$ cat config.mk
export PLATFORM = sky130hd
export DESIGN_NAME = vector_processor
export DESIGN_NICKNAME = d
export VERILOG_FILES = /design/src/rtl/vector_processor.sv
export SDC_FILE = /design/constraint.sdc
export NUM_CORES = 2
export LEC_CHECK = 0
export ABC_AREA = 1
export ABC_CLOCK_PERIOD_IN_PS = 11980
export BUFFER_PORTS_ARGS = -buffer_cell sky130_fd_sc_hd__clkbuf_2
export CAP_MARGIN = 20
export CORE_UTILIZATION = 40
export DETAILED_ROUTE_END_ITERATION = 8
export PLACE_DENSITY_LB_ADDON = 0.2
export SLEW_MARGIN = 15
export SYNTH_ARGS = -nofsm -noshare
export SYNTH_HDL_FRONTEND = slang
export SYNTH_SLANG_ARGS = --single-unit
$ cat constraint.sdc
create_clock -name clk -period 11.98 [get_ports clk]
set_input_delay 1.797 -clock clk [delete_from_list [all_inputs] [get_ports clk]]
set_output_delay 1.797 -clock clk [all_outputs]
set_load 0.02 [all_outputs]
$ cat src/rtl/vector_processor.sv
// vector_processor: 4-lane 8.8 fixed-point vector ALU, one shared multiplier
// Optional LERP opcode 6 enabled by defining VP_LERP_EN
module vector_processor #(
  parameter int DATA_WIDTH   = 16,
  parameter int VECTOR_WIDTH = 4,
  parameter int FRAC_BITS    = 8
) (
  input  logic                               clk,
  input  logic                               rst_n,
  input  logic                               start,
  input  logic [3:0]                         operation,
  input  logic [DATA_WIDTH*VECTOR_WIDTH-1:0] vec_a,
  input  logic [DATA_WIDTH*VECTOR_WIDTH-1:0] vec_b,
  input  logic [DATA_WIDTH-1:0]              scalar,
  output logic                               busy,
  output logic                               done,
  output logic [DATA_WIDTH*VECTOR_WIDTH-1:0] result,
  output logic                               result_valid
);

  localparam int DW = DATA_WIDTH;
  localparam int VW = DATA_WIDTH*VECTOR_WIDTH;
  localparam int PW = 2*DW+2;
  localparam int LW = $clog2(VECTOR_WIDTH);
  localparam int RW = DW+3;

  localparam logic [1:0] S_IDLE = 2'd0;
  localparam logic [1:0] S_LANE = 2'd1;
  localparam logic [1:0] S_SQRT = 2'd2;
  localparam logic [1:0] S_DONE = 2'd3;

  localparam logic [3:0] OP_ADD  = 4'd0;
  localparam logic [3:0] OP_SUB  = 4'd1;
  localparam logic [3:0] OP_MUL  = 4'd2;
  localparam logic [3:0] OP_DOT  = 4'd3;
  localparam logic [3:0] OP_SCL  = 4'd4;
  localparam logic [3:0] OP_LEN  = 4'd5;
  localparam logic [3:0] OP_LERP = 4'd6;

  localparam logic [DW-1:0] W_ONE = DW'(1) << FRAC_BITS;
  localparam logic [DW-1:0] W_MAX = '1;

  logic [1:0]           r_state;
  logic [3:0]           r_op;
  logic [VW-1:0]        r_a;
  logic [VW-1:0]        r_b;
  logic [DW-1:0]        r_s;
  logic [LW-1:0]        r_lane;
  logic [VW-1:0]        r_shadow;
  logic [VW-1:0]        r_result;
  logic signed [PW-1:0] r_acc;
  logic [PW-1:0]        r_rad;
  logic [RW-1:0]        r_rem;
  logic [DW:0]          r_root;
  logic [4:0]           r_cnt;

  logic [DW-1:0]        w_la;
  logic [DW-1:0]        w_lb;
  logic signed [DW:0]   w_ma;
  logic signed [DW:0]   w_mb;
  logic signed [PW-1:0] w_prod;
  logic [DW:0]          w_sum;
  logic [DW-1:0]        w_lr;
  logic [VW-1:0]        w_shadow_nxt;
  logic signed [PW-1:0] w_acc_nxt;
  logic signed [PW-1:0] w_dsh;
  logic [DW-1:0]        w_dot;
  logic                 w_pass2;
  logic                 w_start_lane;
  logic [RW+1:0]        w_rem_sh;
  logic [RW+1:0]        w_trial;
  logic                 w_ge;
  logic [RW+1:0]        w_rem_nx;
  logic [DW:0]          w_root_nx;
  logic [DW-1:0]        w_sqrt;

  assign w_la = r_a[r_lane*DW +: DW];
  assign w_lb = r_b[r_lane*DW +: DW];

`ifdef VP_LERP_EN
  logic          r_phase;
  logic [PW-1:0] r_tmp;
  logic [PW-1:0] w_lerp_sum;
  logic          w_lerp;
  logic [DW-1:0] w_s_cl;
  logic [DW-1:0] w_s_inv;

  assign w_lerp     = (r_op == OP_LERP);
  assign w_s_cl     = (r_s > W_ONE) ? W_ONE : r_s;
  assign w_s_inv    = W_ONE - w_s_cl;
  assign w_lerp_sum = r_tmp + w_prod;
  assign w_pass2    = !w_lerp || r_phase;
  assign w_start_lane = (operation <= OP_LERP);

  // LERP first pass parks a*(1-s) until the b*s pass
  always_ff @(posedge clk or negedge rst_n) begin
    if (!rst_n) begin
      r_phase <= 1'b0;
      r_tmp   <= '0;
    end else if (r_state == S_LANE && w_lerp) begin
      r_phase <= !r_phase;
      if (!r_phase) r_tmp <= w_prod;
    end else begin
      r_phase <= 1'b0;
    end
  end
`else
  assign w_pass2      = 1'b1;
  assign w_start_lane = (operation <= OP_LEN);
`endif

  // operand steering into the single shared multiplier
  always_comb begin
    w_ma = {1'b0, w_la};
    w_mb = {1'b0, w_lb};
    unique case (1'b1)
      (r_op == OP_DOT): begin
        w_ma = {w_la[DW-1], w_la};
        w_mb = {w_lb[DW-1], w_lb};
      end
      (r_op == OP_LEN): begin
        w_ma = {w_la[DW-1], w_la};
        w_mb = {w_la[DW-1], w_la};
      end
      (r_op == OP_SCL): w_mb = {1'b0, r_s};
`ifdef VP_LERP_EN
      (r_op == OP_LERP): begin
        w_ma = r_phase ? {1'b0, w_lb} : {1'b0, w_la};
        w_mb = r_phase ? {1'b0, w_s_cl} : {1'b0, w_s_inv};
      end
`endif
      default: ;
    endcase
  end

  assign w_prod    = w_ma * w_mb;
  assign w_sum     = {1'b0, w_la} + {1'b0, w_lb};
  assign w_acc_nxt = r_acc + w_prod;
  assign w_dsh     = w_acc_nxt >>> FRAC_BITS;

  // per-lane result for the element-wise opcodes
  always_comb begin
    w_lr = '0;
    unique case (1'b1)
      (r_op == OP_ADD):
        w_lr = w_sum[DW] ? W_MAX : w_sum[DW-1:0];
      (r_op == OP_SUB):
        w_lr = (w_la >= w_lb) ? (w_la - w_lb) : '0;
      (r_op == OP_MUL) || (r_op == OP_SCL):
        w_lr = (|w_prod[2*DW-1:DW+FRAC_BITS]) ? W_MAX
             : w_prod[DW+FRAC_BITS-1:FRAC_BITS];
`ifdef VP_LERP_EN
      (r_op == OP_LERP):
        w_lr = w_lerp_sum[DW+FRAC_BITS-1:FRAC_BITS];
`endif
      default: ;
    endcase
  end

  // shadow vector with the current lane replaced
  always_comb begin
    w_shadow_nxt = r_shadow;
    w_shadow_nxt[r_lane*DW +: DW] = w_lr;
  end

  // DOT: clamp shifted accumulator to signed 16
  always_comb begin
    w_dot = w_dsh[DW-1:0];
    if (!(&w_dsh[PW-1:DW-1]) && (|w_dsh[PW-1:DW-1]))
      w_dot = w_dsh[PW-1] ? {1'b1, {(DW-1){1'b0}}}
                          : {1'b0, {(DW-1){1'b1}}};
  end

  assign w_rem_sh  = {r_rem, r_rad[PW-1:PW-2]};
  assign w_trial   = {1'b0, r_root, 2'b01};
  assign w_ge      = (w_rem_sh >= w_trial);
  assign w_rem_nx  = w_ge ? (w_rem_sh - w_trial) : w_rem_sh;
  assign w_root_nx = {r_root[DW-1:0], w_ge};
  assign w_sqrt    = w_root_nx[DW] ? W_MAX : w_root_nx[DW-1:0];

  // control FSM with lane sequencing and square-root iteration
  always_ff @(posedge clk or negedge rst_n) begin
    if (!rst_n) begin
      r_state  <= S_IDLE;
      r_op     <= '0;
      r_a      <= '0;
      r_b      <= '0;
      r_s      <= '0;
      r_lane   <= '0;
      r_shadow <= '0;
      r_result <= '0;
      r_acc    <= '0;
      r_rad    <= '0;
      r_rem    <= '0;
      r_root   <= '0;
      r_cnt    <= '0;
    end else begin
      unique case (r_state)
        S_IDLE: if (start) begin
          r_op     <= operation;
          r_a      <= vec_a;
          r_b      <= vec_b;
          r_s      <= scalar;
          r_lane   <= LW'(VECTOR_WIDTH-1);
          r_shadow <= '0;
          r_acc    <= '0;
          if (w_start_lane) begin
            r_state <= S_LANE;
          end else begin
            r_result <= vec_a;
            r_state  <= S_DONE;
          end
        end
        S_LANE: if (w_pass2) begin
          r_shadow <= w_shadow_nxt;
          r_acc    <= w_acc_nxt;
          if (r_lane == '0) begin
            if (r_op == OP_LEN) begin
              r_rad   <= w_acc_nxt;
              r_rem   <= '0;
              r_root  <= '0;
              r_cnt   <= 5'(DW);
              r_state <= S_SQRT;
            end else begin
              r_result <= (r_op == OP_DOT)
                ? {w_dot, {(VW-DW){1'b0}}} : w_shadow_nxt;
              r_state  <= S_DONE;
            end
          end else begin
            r_lane <= r_lane - LW'(1);
          end
        end
        S_SQRT: begin
          r_rad  <= r_rad << 2;
          r_rem  <= w_rem_nx[RW-1:0];
          r_root <= w_root_nx;
          if (r_cnt == '0) begin
            r_result <= {w_sqrt, {(VW-DW){1'b0}}};
            r_state  <= S_DONE;
          end else begin
            r_cnt <= r_cnt - 5'd1;
          end
        end
        S_DONE: r_state <= S_IDLE;
        default: r_state <= S_IDLE;
      endcase
    end
  end

  assign busy         = (r_state != S_IDLE);
  assign done         = (r_state == S_DONE);
  assign result_valid = (r_state == S_DONE);
  assign result       = r_result;

endmodule

## Yosys cells after proc, flatten, opt, wreduce, memory -nomap -nowiden

Cells that the tools add are included.

- Flip-flop bits (word level): 389
- Input port bits: 151
- Word-level logic and storage cells: 110

- $add $sub $neg: 7
- Multiply operators: 1
- Magnitude comparators: 3
- Eq/ne operators: 16
- Shifts and indexed selects: 4
- Mux-type cells: 44
- Reductions and logical operators: 22

Operators with widths:

| cell | count |
|---|---|
| 64-bit two-way mux | 7 |
| 64-bit one-hot mux with 3 select lines | 1 |
| 34-bit one-hot mux with 2 select lines | 2 |
| 64-bit one-hot mux with 2 select lines | 1 |
| 64-bit by 7-bit indexed part select with 16-bit output | 2 |
| 34-bit two-way mux | 3 |
| 16-bit two-way mux | 6 |
| 64-bit bitwise mux | 1 |
| 16-bit by 34-bit variable shift with 64-bit output (first input constant) | 1 |
| 16-bit by 34-bit indexed part select with 64-bit output | 1 |
| 19-bit two-way mux | 3 |
| 17-bit two-way mux | 3 |
| 17-bit one-hot mux with 3 select lines | 1 |
| 16-bit one-hot mux with 3 select lines | 1 |
| 19-bit one-hot mux with 2 select lines | 1 |
| 34-bit adder | 1 |
| 17-bit by 17-bit multiplier with 34-bit output | 1 |
| 6-bit negation with 34-bit output | 1 |
| 17-bit one-hot mux with 2 select lines | 1 |
| 21-bit by 19-bit >= comparator with 1-bit output | 1 |
| 19-bit subtractor | 1 |
| 16-bit by 16-bit adder with 17-bit output | 1 |
| 16-bit >= comparator | 1 |
| 2-bit != test (second input constant) | 8 |
| 31 further kinds | 47 |

## Logic depth before layout (Yosys ltp)

- Word-level depth: 13
- Depth in mapped cells: 58
- Mapped depth without buffers: 54

## Worst setup path after synthesis

No wires, ideal clock.

- Path type: register to register
- From: register r_lane[0]
- To: register r_result[54], in the netlist result[54]
- Setup time: 0.117 ns
- Arrival: 8.251 ns
- Data required time: 11.863 ns
- Slack: 3.612 ns
- Cell stages (with the launch flop): 51
- Clock period less this slack: 8.368 ns
- Cells stage by stage: dfrtp_1 > buf_2 > inv_1 > buf_2 > buf_2 > nand2_1 > nand3_1 > nand2_1 > o221ai_1 > clkbuf_1 > nand2_1 > fa_1 > inv_1 > fa_1 > fa_1 > fa_1 > fa_1 > inv_1 > (+15 left out) > nor2_2 > and3_1 > nand2_1 > nand2_1 > nand2_1 > nand2_2 > nand2_1 > nor2_1 > nand3_1 > nand2_4 > buf_8 > nand2_2 > nand2_1 > a21oi_1 > nand2_1 > nand2_1 > nand2_1 > nand2_1

- Longest elaborated chain between the ends: 12
- Elaborated cells on any way between the ends: 31
- Those cells by class: 4 x add/sub; 1 x mul; 1 x order compare; 1 x eq/ne; 4 x shift; 13 x mux; 7 x reduce/logical

RTL lines:

| what | RTL line | RTL |
|---|---|---|
| start: declaration | 48 | `logic [LW-1:0] r_lane;` |
| start signal: assignment | 204 | `r_lane <= LW'(VECTOR_WIDTH-1);` |
| start signal: assignment | 230 | `r_lane <= r_lane - LW'(1);` |
| 64-bit by 7-bit indexed part select with 16-bit output, on equally long branches | 78, 77 |  |
| 17-bit one-hot mux with 3 select lines or 17-bit two-way mux (tied branches) | 116 | `unique case (1'b1)` |
| 17-bit by 17-bit multiplier with 34-bit output | 136 | `assign w_prod = w_ma * w_mb;` |
| 34-bit adder or 8-bit OR reduction (tied branches) | 138, 150 |  |
| 11-bit AND reduction or 16-bit two-way mux (tied branches) | 169, 150 |  |
| 1-bit logical NOT or 16-bit one-hot mux with 3 select lines (tied branches) | 169, 144 |  |
| 1-bit logical AND or 16-bit by 34-bit indexed part select with 64-bit output (tied branches) | 169, 163 |  |
| 16-bit two-way mux or 64-bit bitwise mux (tied branches) | 169, 163 |  |
| 64-bit two-way mux | 226 | `? {w_dot, {(VW-DW){1'b0}}} : w_shadow_nxt;` |
| 64-bit two-way mux | 218 | `if (r_op == OP_LEN) begin` |
| 64-bit two-way mux | 217 | `if (r_lane == '0) begin` |
| 64-bit one-hot mux with 3 select lines | 198 | `unique case (r_state)` |
| end signal: assignment | 210 | `r_result <= vec_a;` |
| end signal: assignment | 225 | `r_result <= (r_op == OP_DOT)` |
| end signal: assignment | 238 | `r_result <= {w_sqrt, {(VW-DW){1'b0}}};` |
| end: declaration | 50 | `logic [VW-1:0] r_result;` |

Several ways; a longest one is shown, not always the timed one. The select of a mux whose other input is x is not followed.
A chain may end at the register's enable or synchronous reset.

## Final worst setup path

- From: register r_lane[0]
- To: register r_result[48], in the netlist result[48]

Same word-level chain as after synthesis.

==> summary.md <==
| Metric | Value |
|---|---|
| Status | finished, final reports clean |
| Die Y | 304 µm |
| First-pass GRT wire length | 188000 µm |
| CTS sink count | 389 |
| Final ANT Viol Nets | 0 |
| Unique masters post-synth | 55 |
| Post-Layout Cell Count | 6414 |
| CTS buffer count | 45 |
| Synth-to-layout area growth | 10.5% |
| Rel. slew slack | 23.6% |
| Total track usage | 26.6% |
| Critical path startpoint category | flip-flop |
| Slew Limit Fails | 0 |
| Final setup TNS | 0 ns |
| MaxCap Viol Count | 0 |
| Resized cells post-CTS | 0 |
| Final wirelength | 122000 µm |
| Remaining DRCs | 0 |
| Initial DRC Count | 2637 |
| GR Util met2 | 43.0% |
| Post-CTS Setup Repair Bufs | 0 |
| GP Congestion | 0.973 |
| Fin nets | 5837 |
| Crit. End Element | flip-flop |
| CP max stage cell | o211ai_1 |
| CP arrival | 11.25 ns |
| Fin crit period | 10.76 ns |
| Clk_lat worst skew | 0.62 ns |
| Synth async-reset ratio | 100% |
| Post-synthesis sequential area ratio | 26.8% |
| Drt wl/cell | 19.0 µm |
| Critical path required time | 12.46 ns |
| Critical Path Start | r_lane[0]$_DFFE_PN0P_ |
| Root Buffer | clkbuf_16 |
| Most Crowded Layer GR | met2 |
| Fin. Hold Viols | 0 |
| Ys Warns | 0 |
| Reg clk slew, reported paths | 0.06 ns |
| I/O Pins | 218 |
| Net count after synthesis | 5714 |
| Vias in the first global route | 31900 |
| Worst-margin pin slew | 1.14 ns |
| HP Start | r_shadow[62]$_DFFE_PN0P_ |
| Worst path max stage delay | 0.94 ns |
| Detailed-placement wirelength estimate | 94800 µm |
| Avg Cell Area, Syn | 7.16 µm² |
| Buffers on Ports | 217 |
| Starting Density | 40.4% |
| Global Route met1 Usage | 36.7% |
| Setup CP Type | flip-flop to flip-flop |
| Clock buffer depth | 3 |
| Grt met3 use | 3.31% |
| RSZ-0062 raised after global routing | no |
| CP Max Fanout | 38 |
| Final Cycle Share | 89.8% |
| Largest net degree at the start of global routing | 151 |
| Number of synthesized flops with an enable pin | 0 |
| Cell count after synthesis | 5081 |
| Vias/cell | 5.15 |
| CTS tree | yes |
| Fmax | 92.9 MHz |
| DR pass1 iterations | 6 |
| Final Util | 44.6% |
| Most used DFF post-synth | dfrtp_1 |
| Reg-to-reg startpoint | r_lane[0]$_DFFE_PN0P_ |
| Initial antenna violation count | 4 |
| Core area | 90000 µm² |
| H-tree depth | 2 |
| Global route overflow | 0 |
| Row cnt | 110 |
| Post-Syn Area | 36400 µm² |
| Die width | 304 µm |
| Die area | 92100 µm² |
| Most frequent CP cell | nand2_1 |
| Cells after DPL | 6329 |
| Final setup violation count | 0 |
| Layout cells sized above 1 | 9.41% |
| Hold buffers post-CTS | 0 |
| Final worst clock skew | 0.0566 ns |
| #FFs+latches synth | 389 |
| Vias | 33000 |
| Worst min path class | flip-flop to flip-flop |
-- path summary, 6_finish.rpt --
check                                                 to  slack [ns]  cells past startpoint
worst max-delay path              result[48]$_DFFE_PN0P_        1.22                     48
worst min-delay path            r_shadow[62]$_DFFE_PN0P_        0.48                      1
worst max register to register    result[48]$_DFFE_PN0P_        1.22                     48
worst min register to register  r_shadow[62]$_DFFE_PN0P_        0.48                      1
max in group asynchronous          r_acc[23]$_DFFE_PN0P_        8.40                      3
min in group asynchronous             r_s[4]$_DFFE_PN0P_        1.24                      1
-- stage by stage --
step | worst slack [ns] | hold WS (ns) | area (µm²)
2_1_floorplan | 3.61 | 0.444 | 36400
3_3_place_gp | 1.36 | 0.458 | 38600
3_5_place_dp | 1.45 | 0.465 | 38600
4_1_cts | 1.41 | 0.478 | 40100
5_1_grt | 0.653 | 0.493 | 40200
6_report | 1.22 | 0.477 | 40200
-- synth_stat cells (21+ instances only) --
library cell	n	share of area, %
nand2_2	53	0.91
xnor2_1	40	0.96
dfrtp_1	389	27
nand3_1	196	2.7
xor2_1	46	1.1
clkbuf_1	149	1.5
fa_1	299	16
a21oi_1	262	3.6
nand2_1	1737	18
buf_2	29	0.40
a21o_1	21	0.43
o21ai_0	171	2.4
nor2_1	295	3.0
ha_1	183	6.3
inv_1	876	9.0
o211ai_1	43	0.89
nand4_1	82	1.4
-- placed cells by master, fill, tap and decap left out, types with 5 or more instances in the layout --
| master | instances |
|---|---|
| a31oi_1 | 5 |
| dfrtp_1 | 388 |
| nand3_2 | 17 |
| clkbuf_8 | 14 |
| o21ai_1 | 17 |
| o21bai_1 | 8 |
| o221ai_1 | 12 |
| clkbuf_1 | 8 |
| nand2_4 | 6 |
| inv_2 | 13 |
| a21o_1 | 21 |
| xor2_1 | 46 |
| clkbuf_2 | 216 |
| o21ai_0 | 171 |
| nand2_1 | 1736 |
| nor3_1 | 8 |
| o22ai_1 | 14 |
| fa_1 | 299 |
| buf_4 | 64 |
| nand3b_1 | 7 |
| nand3_1 | 196 |
| clkinv_2 | 7 |
| xnor2_1 | 40 |
| nor2_2 | 19 |
| clkinv_1 | 13 |
| o22ai_2 | 8 |
| clkbuf_16 | 46 |
| o211ai_1 | 43 |
| a21oi_1 | 261 |
| inv_1 | 871 |
| nor2_1 | 291 |
| nand4_1 | 82 |
| ha_1 | 183 |
| nand2_2 | 53 |
-- logic make-up after synthesis --
logic type / after synthesis / share of synthesized area, %
AO/OA/AOI/OAI: 578 / 8.89
XOR/XNOR: 86 / 2.07
adder cells (fa/ha/maj): 482 / 22.8
buffers and inverters: 1108 / 11.8
flip-flops: 389 / 26.8
multiplexers: 1 / 0.0310
AND/OR/NAND/NOR: 2437 / 27.7
-- state kept, by name (all words and copies together) (netlist names) --
register	flops
r_a	64
r_acc	34
r_b	64
r_cnt	5
r_lane	2
r_op	4
r_rad	34
r_rem	19
r_root	17
r_s	16
r_shadow	64
r_state	2
result	64
-- routing by layer --
metal  vias to the layer above  part of all wire [%]
met5                         -                 0.022
met4                         4                   3.6
met2                       921                    47
met3                       199                   5.4
met1                     16100                    44
li1                      15800                     -
-- area by class of cell --
| cell class | count | area [µm²] |
|---|---|---|
| inverter | 898 | 3370 |
| clock inverter | 12 | 140 |
| tap | 1176 | 1470 |
| multi-input combinational | 3584 | 22400 |
| fill | 9386 | 49800 |
| timing repair buffer | 286 | 1670 |
| sequential | 389 | 9740 |
| antenna | 1 | 2.50 |
| clock buffer | 68 | 1370 |
-- worst max-delay path, delay by kind of cell (launching register included) --
family | cells | cell delay (ns)
AOI/OAI and AO/OA | 2 | 1.00
xor gates and xnor gates | 1 | 0.35
adders and majority gates | 8 | 4.01
buffers and inverters | 10 | 1.57
DFF | 1 | 0.43
and+or+nand+nor | 27 | 3.24
Power is left out: the tool's default activity adds up to more than one toggle a clock period on the data nets, which glitch-free logic cannot reach.
